## config.mk

```make
export PLATFORM = sky130hd
export DESIGN_NAME = il_core_scheduler
export DESIGN_NICKNAME = d
export VERILOG_FILES = /design/src/rtl/il_pkg.sv /design/src/rtl/rr_arbiter.sv /design/src/rtl/il_core_scheduler.sv
export SDC_FILE = /design/constraint.sdc
export NUM_CORES = 1
export LEC_CHECK = 0
export BUFFER_PORTS_ARGS = -buffer_cell sky130_fd_sc_hd__buf_2
export CORE_ASPECT_RATIO = 2
export CORE_MARGIN = 10
export CORE_UTILIZATION = 46
export CTS_CLUSTER_SIZE = 40
export DETAILED_ROUTE_END_ITERATION = 16
export PLACE_DENSITY = 0.8
export SYNTH_ARGS = -nofsm -noshare
export SYNTH_HDL_FRONTEND = slang
export SYNTH_SLANG_ARGS = --single-unit
```

## constraint.sdc

```tcl
create_clock -name clk -period 2.03 [get_ports clk]
set_clock_uncertainty 0.2 [all_clocks]
set_input_delay 0.406 -clock clk [delete_from_list [all_inputs] [get_ports clk]]
set_output_delay 0.406 -clock clk [all_outputs]
set_load 0.01 [all_outputs]
```

## src/rtl/il_pkg.sv

```systemverilog
// Shared types for the interleaver-core scheduler: FSM states and the in-flight tag.
package il_pkg;

    localparam int BLK_W_DEF = 28;
    localparam int MAX_NCH   = 8;
    localparam int TAG_CH_W  = 3;

    typedef enum logic [1:0] {
        IDLE,
        RUN,
        DRAIN
    } state_t;

    typedef struct packed {
        logic                vld;
        logic [TAG_CH_W-1:0] ch;
    } tag_t;

endpackage

```

## src/rtl/rr_arbiter.sv

```systemverilog
// Round-robin arbiter: one-hot grant searched upward from a pointer that
// moves past the winner whenever a grant is taken.
module rr_arbiter #(
    parameter int NCH   = 2,
    parameter int IDX_W = $clog2(NCH)
) (
    input  logic             clk,
    input  logic             rst,
    input  logic [NCH-1:0]   req,
    input  logic             advance,
    output logic [NCH-1:0]   grant,
    output logic [IDX_W-1:0] grant_idx
);

    logic [IDX_W-1:0] ptr;
    logic [IDX_W:0]   sum;
    logic             found;

    // Candidate index wraps modulo NCH; the extra bit keeps the sum from overflowing
    always_comb begin
        grant     = '0;
        grant_idx = '0;
        found     = 1'b0;
        sum       = '0;
        for (int k = 0; k < NCH; k++) begin
            sum = {1'b0, ptr} + (IDX_W+1)'(k);
            if (sum >= (IDX_W+1)'(NCH)) begin
                sum = sum - (IDX_W+1)'(NCH);
            end
            if (!found && req[sum[IDX_W-1:0]]) begin
                found                    = 1'b1;
                grant[sum[IDX_W-1:0]]    = 1'b1;
                grant_idx                = sum[IDX_W-1:0];
            end
        end
    end

    always_ff @(posedge clk) begin
        if (rst) begin
            ptr <= '0;
        end else if (advance) begin
            ptr <= (grant_idx == IDX_W'(NCH-1)) ? '0 : grant_idx + IDX_W'(1);
        end
    end

endmodule

```

## src/rtl/il_core_scheduler.sv

```systemverilog
// Shares one fixed-latency interleaver core between NCH requesters: round-robin
// issue, tag pipe matching core latency, and return routing to the owner.
module il_core_scheduler
    import il_pkg::*;
#(
    parameter int NCH      = 2,
    parameter int BLK_W    = BLK_W_DEF,
    parameter int CORE_LAT = 1,
    parameter int CNT_W    = 16
) (
    input  logic                    clk,
    input  logic                    rst,
    input  logic                    start,
    input  logic                    flush,
    input  logic [NCH-1:0]          ch_valid,
    input  logic [NCH*BLK_W-1:0]    ch_data,
    output logic [NCH-1:0]          ch_ready,
    output logic                    core_en,
    output logic [BLK_W-1:0]        core_data,
    input  logic                    core_en_out,
    input  logic [BLK_W-1:0]        core_data_out,
    output logic                    out_valid,
    output logic [$clog2(NCH)-1:0]  out_ch,
    output logic [BLK_W-1:0]        out_data,
    output logic                    idle,
    output logic                    err,
    output logic [NCH*CNT_W-1:0]    issued_cnt
);

    localparam int IDX_W = $clog2(NCH);

    state_t           state;
    state_t           state_nx;
    logic             grant_en;
    logic [NCH-1:0]   grant;
    logic [IDX_W-1:0] grant_idx;
    logic             transfer;
    logic [BLK_W-1:0] sel_data;
    logic [IDX_W-1:0] issue_ch;
    tag_t             pipe [CORE_LAT];
    tag_t             head;
    logic             pipe_busy;
    logic             unused_head_ch;

    // A flush in RUN blocks the grant in its own cycle
    assign grant_en = (state == RUN) && !flush;
    assign ch_ready = grant;
    assign transfer = |grant;
    assign head     = pipe[CORE_LAT-1];
    assign unused_head_ch = ^head.ch;

    rr_arbiter #(
        .NCH   (NCH),
        .IDX_W (IDX_W)
    ) u_arb (
        .clk       (clk),
        .rst       (rst),
        .req       (ch_valid & {NCH{grant_en}}),
        .advance   (transfer),
        .grant     (grant),
        .grant_idx (grant_idx)
    );

    always_comb begin
        sel_data  = '0;
        pipe_busy = 1'b0;
        for (int i = 0; i < NCH; i++) begin
            if (grant[i]) begin
                sel_data = ch_data[i*BLK_W +: BLK_W];
            end
        end
        for (int i = 0; i < CORE_LAT; i++) begin
            pipe_busy = pipe_busy | pipe[i].vld;
        end
    end

    // DRAIN waits until neither the issue register nor the tag pipe holds a block
    always_comb begin
        state_nx = state;
        case (state)
            IDLE:    if (start) state_nx = RUN;
            RUN:     if (flush) state_nx = DRAIN;
            DRAIN:   if (!core_en && !pipe_busy) state_nx = IDLE;
            default: state_nx = IDLE;
        endcase
    end

    always_ff @(posedge clk) begin
        if (rst) begin
            state <= IDLE;
            idle  <= 1'b1;
        end else begin
            state <= state_nx;
            idle  <= (state_nx == IDLE);
        end
    end

    always_ff @(posedge clk) begin
        if (rst) begin
            core_en    <= 1'b0;
            core_data  <= '0;
            issue_ch   <= '0;
            issued_cnt <= '0;
        end else begin
            core_en <= transfer;
            if (transfer) begin
                core_data <= sel_data;
                issue_ch  <= grant_idx;
            end
            for (int i = 0; i < NCH; i++) begin
                if (grant[i]) begin
                    issued_cnt[i*CNT_W +: CNT_W] <= issued_cnt[i*CNT_W +: CNT_W] + CNT_W'(1);
                end
            end
        end
    end

    // The tag enters alongside core_en so the head lines up with core_en_out
    always_ff @(posedge clk) begin
        if (rst) begin
            for (int i = 0; i < CORE_LAT; i++) begin
                pipe[i] <= '0;
            end
        end else begin
            pipe[0] <= {core_en, TAG_CH_W'(issue_ch)};
            for (int i = 1; i < CORE_LAT; i++) begin
                pipe[i] <= pipe[i-1];
            end
        end
    end

    always_ff @(posedge clk) begin
        if (rst) begin
            out_valid <= 1'b0;
            out_ch    <= '0;
            out_data  <= '0;
            err       <= 1'b0;
        end else begin
            out_valid <= core_en_out & head.vld;
            if (core_en_out && head.vld) begin
                out_ch   <= head.ch[IDX_W-1:0];
                out_data <= core_data_out;
            end
            if (core_en_out != head.vld) begin
                err <= 1'b1;
            end
        end
    end

endmodule

```

==> results of run 1 <==
-- report_power, final --
| part | total [W] | switching [W] | internal, W |
|---|---|---|---|
| Combinational | 0.000309 | 0.000152 | 0.000157 |
| Clock | 0.00167 | 0.000797 | 0.000869 |
| Sequential | 0.00199 | 0.0000177 | 0.00197 |
-- cells in the final DEF, fill, tap and decap left out, drive strengths merged --
cell type and n:
xor2 6, and2 2, nand2b 1, clkinv 2, a2bb2oi 1, nor3b 1
and3 3, a222oi 28, or3 7, nand3 10, a21boi 1, nand2 11
nor2 72, inv 9, and4 5, xnor2 3, nor2b 3, a21oi 23
a311oi 1, clkinvlp 1, dfxtp 99, buf 213, o31ai 14, mux2i 31
o21a 1, nand3b 1, nand4 11, clkbuf 10, nor3 1, o21ai 9
or4 14, ha 3
-- metrics by stage --
| step | instances | utilization [%] |
|---|---|---|
| after floorplan | 396 | - |
| after global placement | 671 | 60.9 |
| after detailed placement | 671 | 60.9 |
| after CTS | 690 | 64.8 |
| after global routing | 695 | 66.0 |
| final | 695 | 66.0 |
-- cells by family after synthesis --
| logic type | after synthesis | share of synthesized area (%) |
|---|---|---|
| AND/OR/NAND/NOR | 142 | 18.7 |
| AO/OA/AOI/OAI | 78 | 15.2 |
| flip-flops | 99 | 51.6 |
| XOR/XNOR | 9 | 2.05 |
| adder cells (fa/ha/maj) | 3 | 0.978 |
| buffers and inverters | 34 | 3.45 |
| multiplexers | 31 | 8.08 |
-- path summary, 6_finish.rpt --
path                               from                     endpoint  slack (ns)  cells after the start
setup reg to reg    state[1]$_SDFF_PP0_  issued_cnt[15]$_SDFFE_PP0P_        0.02                      6
hold reg to reg   issue_ch$_SDFFE_PP0P_        pipe[0][0]$_SDFF_PP0_        0.28                      1
setup / recovery    state[1]$_SDFF_PP0_  issued_cnt[15]$_SDFFE_PP0P_        0.02                      6
hold / removal        core_data_out[11]    out_data[11]$_SDFFE_PP0P_         0.1                      3
-- final cells by class --
type,count,share of cell area (%)
clock buffers,9,4.14
clock inverters,7,1.24
inverters,5,0.575
multi-input cells,263,32.1
flip-flops and latches,99,36.5
well taps,98,2.25
repair buffers,214,23.1
-- worst max-delay path: stages (launching register included) --
cell and delay [ns]:
dfxtp_4 0.35, nor3b_4 0.28, buf_6 0.15, buf_4 0.11, nand4_1 0.23, or4_1 0.47
a21oi_1 0.14
-- registers in the layout (all words and copies together) (netlist names) --
| signal | count |
|---|---|
| issue_ch | 1 |
| out_valid | 1 |
| out_ch | 1 |
| core_en | 1 |
| issued_cnt | 32 |
| pipe | 2 |
| core_data | 28 |
| err | 1 |
| out_data | 28 |
| idle | 1 |
| u_arb.ptr | 1 |
| state | 2 |
-- per-layer routing --
metal | track usage [%] | part of all wire [%]
met2 | 31.8 | 54
met3 | 6.89 | 8.0
met4 | 7.45 | 3.0
met1 | 18.5 | 35
met5 | 0 | 0
-- repair_timing --
| item | in CTS | in global routing |
|---|---|---|
| pin swaps | 2 | 8 |
| setup endpoints to repair | 2 | 2 |
| gates cloned | 0 | 1 |
| setup buffers | 3 | 4 |
| gates resized for setup | 6 | 12 |
==> out/results.tsv, run 1 <==
stage	metric	value	unit
drt	via_count	3904	
placement	dp_hpwl	9230	um
clock_network	cts_hold_buf	0	
clock_network	clock_latency	0.34	ns
floorplan	io_pins	186	
drt	wl	12200	um
sta	setup_viol	0	
sta	fmax	497	MHz
placement	place_ws	-0.0765	ns
logic_synthesis	async_flop_share	0	%
logic_synthesis	syn-num-nets	490	
floorplan	die_w	84.6	um
floorplan	start_util	46.6	%
layout	seqCellArea	0.00199	sq mm
clock_network	clockBufferDepth	2	
placement	portBuffers	185	
sta	final.setup.tns	0	ns
clock_network	numCtsBuffers	9	
critical_path	crit_required	2.10	ns
floorplan	core	0.00823	sq mm
sta	slew_violations	0	
global_route	grt_pass1_vias	3920	
drt	avgRoutedWirePerCell	17.6	um
logic_synthesis	synthTopCellsByCount	dfxtp_1, nor2_1, mux2i_1	
logic_synthesis	yosys.cell_count.top_type	dfxtp_1	
run	cap_viol_max_count	0	
layout	fin_area	0.00544	sq mm
power	ir_worst_vdd	631	uV
clock_network	cts.sink_count	99	
logic_synthesis	seq_area_frac_synth	51.6	%
layout	final.fill_count	704	
clock_network	path_clk_slew	0.07	ns
clock_network	cts_tree	done	
sta	whs	0.0987	ns
logic_synthesis	synth.distinct_cells	33	
clock_network	cts-root-buf	clkbuf_16	
sta	slew_headroom	60.9	%
logic_synthesis	synth_top_cell_area_share	51.6	%
logic_synthesis	yosysWarnings	0	
logic_synthesis	synth-main-ff-cell	dfxtp_1	
power	p_per_area	729	mW/mm^2
layout	multi_input_area	0.00175	sq mm
logic_synthesis	netlist_area	0.00384	sq mm
layout	area_delta_synth_final	41.6	%
logic_synthesis	syn_inst	396	
logic_synthesis	syn_area_per_cell	9.70	sq um
critical_path	cp-start-kind	flop	
logic_synthesis	ys_ff_latch	99	
sta	timing.final.ws_setup	0.0178	ns
sta	finalCritPeriodShare	99.1	%
sta	rsz0062_at_grt	yes	
drt	postRouteAntennaNets	0	
sta	tightest_slew	0.586	ns
critical_path	cp-end-kind	flop	
global_route	grt-ovfl-total	0	
layout	drive_above_1_share	40.2	%
logic_synthesis	synth_edf_count	0	
drt	first_iter_violations	362	
power	leakage	2.43	nW
logic_synthesis	synth_top_area_cell	dfxtp_1	
global_route	antenna_found_initial	0	
drt	viasPerCell	5.62	
floorplan	chipHeight	149	um
power	total_power	0.00397	W
floorplan	row_count	47	
floorplan	dieArea	0.0126	sq mm
global_route	grt_usage	18.1	%
critical_path	worst-path-max-fanout	8	
layout	nets	686	
global_route	grt_pass1_wl	18900	um
placement	dpl_cell_area	0.00501	sq mm
drt	drt-pass1-iter-count	7	
clock_network	htreeDepth	3	
sta	report.final.hold_viol_count	0	
placement	gp_congestion	0.781	
logic_synthesis	synthTopCellsByArea	dfxtp_1, mux2i_1, a222oi_1	
hold_path	worst_hold_path_type	input pin to flop	
global_route	grt_max_degree	30	
sta	min_period	2.01	ns
run_status	status	complete, no violations	
critical_path	crit_arrival	2.08	ns
drt	drc	0	
critical_path	crit_type	flop to flop	
layout	diodes	0	
No activity file was read; power rests on OpenSTA's default activity.
==> run 2: changes to the inputs <==
- CORE_ASPECT_RATIO: 2 -> 1.1
==> run 2 against run 1 <==
Effect of this change: the flow now finishes with violations (negative setup slack); worst setup slack got worse by 0.059 ns; total power down 8.7%; worst hold slack worse by 0.023 ns; wire length is 3.0% higher; sequential power barely moved; global-route usage grew 1.6 points; non-clock buffer count unchanged; utilization up 1.7 points; first-iteration DRC count decreased by 29%; register-to-register slack hardly changed; critical path depth is 1 lower; cell count rose by 1.6%.
==> out/results.tsv, run 2 (synthesis results as in run 1) <==
stage	metric	value	unit	change
global_route	grt_pass1_vias	4030		was 3920
layout	multi_input_area	0.00180	sq mm	was 0.00175 sq mm
clock_network	path_clk_slew	0.10	ns	was 0.07 ns
layout	drive_above_1_share	42.5	%	was 40.2%
global_route	grt_max_degree	35		was 30
drt	viasPerCell	5.54		was 5.62
sta	rsz0062_at_grt	yes		unchanged
run_status	status	complete, but fails checks		was complete, no violations
floorplan	dieArea	0.0124	sq mm	was 0.0126 sq mm
placement	portBuffers	185		unchanged
floorplan	start_util	47.8	%	was 46.6%
power	total_power	0.00362	W	was 0.00397 W
hold_path	worst_hold_path_type	input pin to flop		unchanged
layout	final_cell_mix	buf_2, dfxtp_1, nor2_1		unchanged
floorplan	io_pins	186		unchanged
run	cap_viol_max_count	0		unchanged
floorplan	row_count	34		was 47
sta	slew_violations	0		unchanged
clock_network	cts-root-buf	clkbuf_8		was clkbuf_16
sta	tightest_slew	0.482	ns	was 0.586 ns
run_status	violations	negative setup slack		
sta	finalCritPeriodShare	102	%	was 99.1%
global_route	antenna_found_initial	1		was 0
global_route	use_met3	9.55	%	was 6.89%
hold_path	hold_depth	3		unchanged
global_route	grt-ovfl-total	0		unchanged
critical_path	cp-start-kind	flop		unchanged
clock_network	numCtsBuffers	9		unchanged
clock_network	cts.sink_count	99		unchanged
critical_path	cp_cell_sequence	nor3b_4 -> nand3_2 -> buf_12 -> clkinv_8 -> buf_8		was nor3b_4 -> buf_6 -> buf_4 -> nand4_1 -> or4_1 -> a21oi_1
placement	gp_congestion	0.758		was 0.781
global_route	grtUsageMet2	33.1	%	was 31.8%
layout	nets	686		unchanged
sta	final.setup.tns	-0.0759	ns	was 0 ns
drt	via_count	3911		was 3904
critical_path	reg2reg_from	state[1]$_SDFF_PP0_		unchanged
placement	dp_cells	678		was 671
layout	area_delta_synth_final	41.9	%	was 41.6%
critical_path	cp_num_buf_inv	3		was 2
layout	largest_reg_flops	32		unchanged
drt	drt-pass1-iter-count	6		was 7
layout	seqCellArea	0.00199	sq mm	unchanged
sta	slew_headroom	67.9	%	was 60.9%
critical_path	cp-end-kind	output port		was flop
critical_path	regToRegSetupSlack	0.01	ns	was 0.02 ns
layout	largestRegisters	issued_cnt x32, core_data x28, out_data x28		unchanged
drt	wl	12600	um	was 12200 um
hold_path	hold_end	out_data[14]$_SDFFE_PP0P_		was out_data[11]$_SDFFE_PP0P_
placement	dp_hpwl	9200	um	was 9230 um
floorplan	die_w	107	um	was 84.6 um
placement	dpl_cell_area	0.00502	sq mm	was 0.00501 sq mm
power	leakage	2.42	nW	was 2.43 nW
sta	whs	0.0758	ns	was 0.0987 ns
sta	timing.final.ws_setup	-0.0408	ns	was 0.0178 ns
layout	largest_register	issued_cnt		unchanged
sta	min_period	2.07	ns	was 2.01 ns
clock_network	clock_latency	0.35	ns	was 0.34 ns
layout	stdcell_count	706		was 695
global_route	use_met1	20.9	%	was 18.5%
power	p_per_area	665	mW/mm^2	was 729 mW/mm^2
power	ir_worst_vdd	411	uV	was 631 uV
critical_path	crit_arrival	1.46	ns	was 2.08 ns
floorplan	chipHeight	116	um	was 149 um
critical_path	r2r_end	issued_cnt[28]$_SDFFE_PP0P_		was issued_cnt[15]$_SDFFE_PP0P_
critical_path	crit_required	1.42	ns	was 2.10 ns
layout	final_common_cell	buf_2		unchanged
layout	final.fill_count	649		was 704
critical_path	slowest_delay	0.36	ns	was 0.47 ns
critical_path	critPathTopFamily	simple AND/OR/NAND/NOR gates		unchanged
critical_path	cp_slowest_cell	dfxtp_4		was or4_1
critical_path	worst-path-max-fanout	4		was 8
critical_path	crit_type	flop to output port		was flop to flop
drt	avgRoutedWirePerCell	17.8	um	was 17.6 um
sta	setup_viol	2		was 0
global_route	grt_busiest_layer	met2		unchanged
drt	drc	0		unchanged
global_route	grt_usage	19.7	%	was 18.1%
global_route	grt_pass1_wl	19800	um	was 18900 um
critical_path	worstRegToRegCells	6		unchanged
drt	first_iter_violations	256		was 362
clock_network	cts_tree	done		unchanged
layout	fin_area	0.00545	sq mm	was 0.00544 sq mm
clock_network	cts_hold_buf	0		unchanged
drt	postRouteAntennaNets	0		unchanged
hold_path	min_from	core_data_out[14]		was core_data_out[11]
sta	report.final.hold_viol_count	0		unchanged
clock_network	htreeDepth	3		unchanged
sta	fmax	483	MHz	was 497 MHz
floorplan	core	0.00804	sq mm	was 0.00823 sq mm
clock_network	clockBufferDepth	2		unchanged
## run 2: cell count changes in the layout (fill, tap and decap cells not counted), moves of 3 or more
cell,before,now
or4_1,14,8
or4_4,0,6
inv_8,3,0
clkbuf_8,0,11
a21oi_1,22,16
a21oi_2,1,7
clkbuf_16,10,0
## run 2: tightest hold or removal path, cell delays in order
cell and delay [ns]:
buf_2 0.07, mux2i_1 0.05, nor2_1 0.07
## run 2: cell type report
cell class	instances	share of cell area (%)
clock buffer	11	2.78
inverter	5	0.574
timing repair buffer	214	23.5
antenna	1	0.0459
clock inverter	5	1.08
sequential	99	36.5
tap	108	2.48
multi-input combinational	263	33.1
## run 2: where the power goes
part / switching, W / internal [W] / total [W] / leakage (nW)
sequential: 0.0000181 / 0.00197 / 0.00199 / 0.801
combinational: 0.000154 / 0.000158 / 0.000312 / 1.52
clock: 0.000677 / 0.000640 / 0.00132 / 0.102
## run 2: timing repair
| item | in CTS | in global routing |
|---|---|---|
| endpoints found under the setup margin | 2 | 14 |
| gates resized for setup | 16 | 18 |
| pin swaps | 2 | 20 |
| endpoints found under the hold margin | 0 | 0 |
| cloned | 1 | 0 |
| buffers inserted | 8 | 3 |
## run 2: worst max-delay path by stage
stage | start | endpoint | slack, ns | cells after the start
4_1_cts | state[1]$_SDFF_PP0_ | ch_ready[0] | -0.04 | 5
3_5_place_dp | flush | issued_cnt[14]$_SDFFE_PP0P_ | -0.05 | 6
6_report | state[1]$_SDFF_PP0_ | ch_ready[1] | -0.04 | 5
2_1_floorplan | ch_valid[1] | ch_ready[0] | 0.08 | 5
3_3_place_gp | flush | issued_cnt[10]$_SDFFE_PP0P_ | 0.01 | 6
5_1_grt | state[1]$_SDFF_PP0_ | ch_ready[1] | -0.12 | 5
## run 2: layer usage
layer / up-vias / part of all wire (%)
met4: 0 / 2.5
met3: 33 / 11
met5: - / 0
met2: 186 / 49
met1: 1829 / 37
li1: 1863 / -
## run 2: per-stage QoR
step           util (%)  setup WS [ns]
2_1_floorplan         -         0.0780
3_3_place_gp       62.4         0.0142
3_5_place_dp       62.4        -0.0494
4_1_cts            66.7        -0.0365
5_1_grt            67.7         -0.124
6_report           67.8        -0.0408
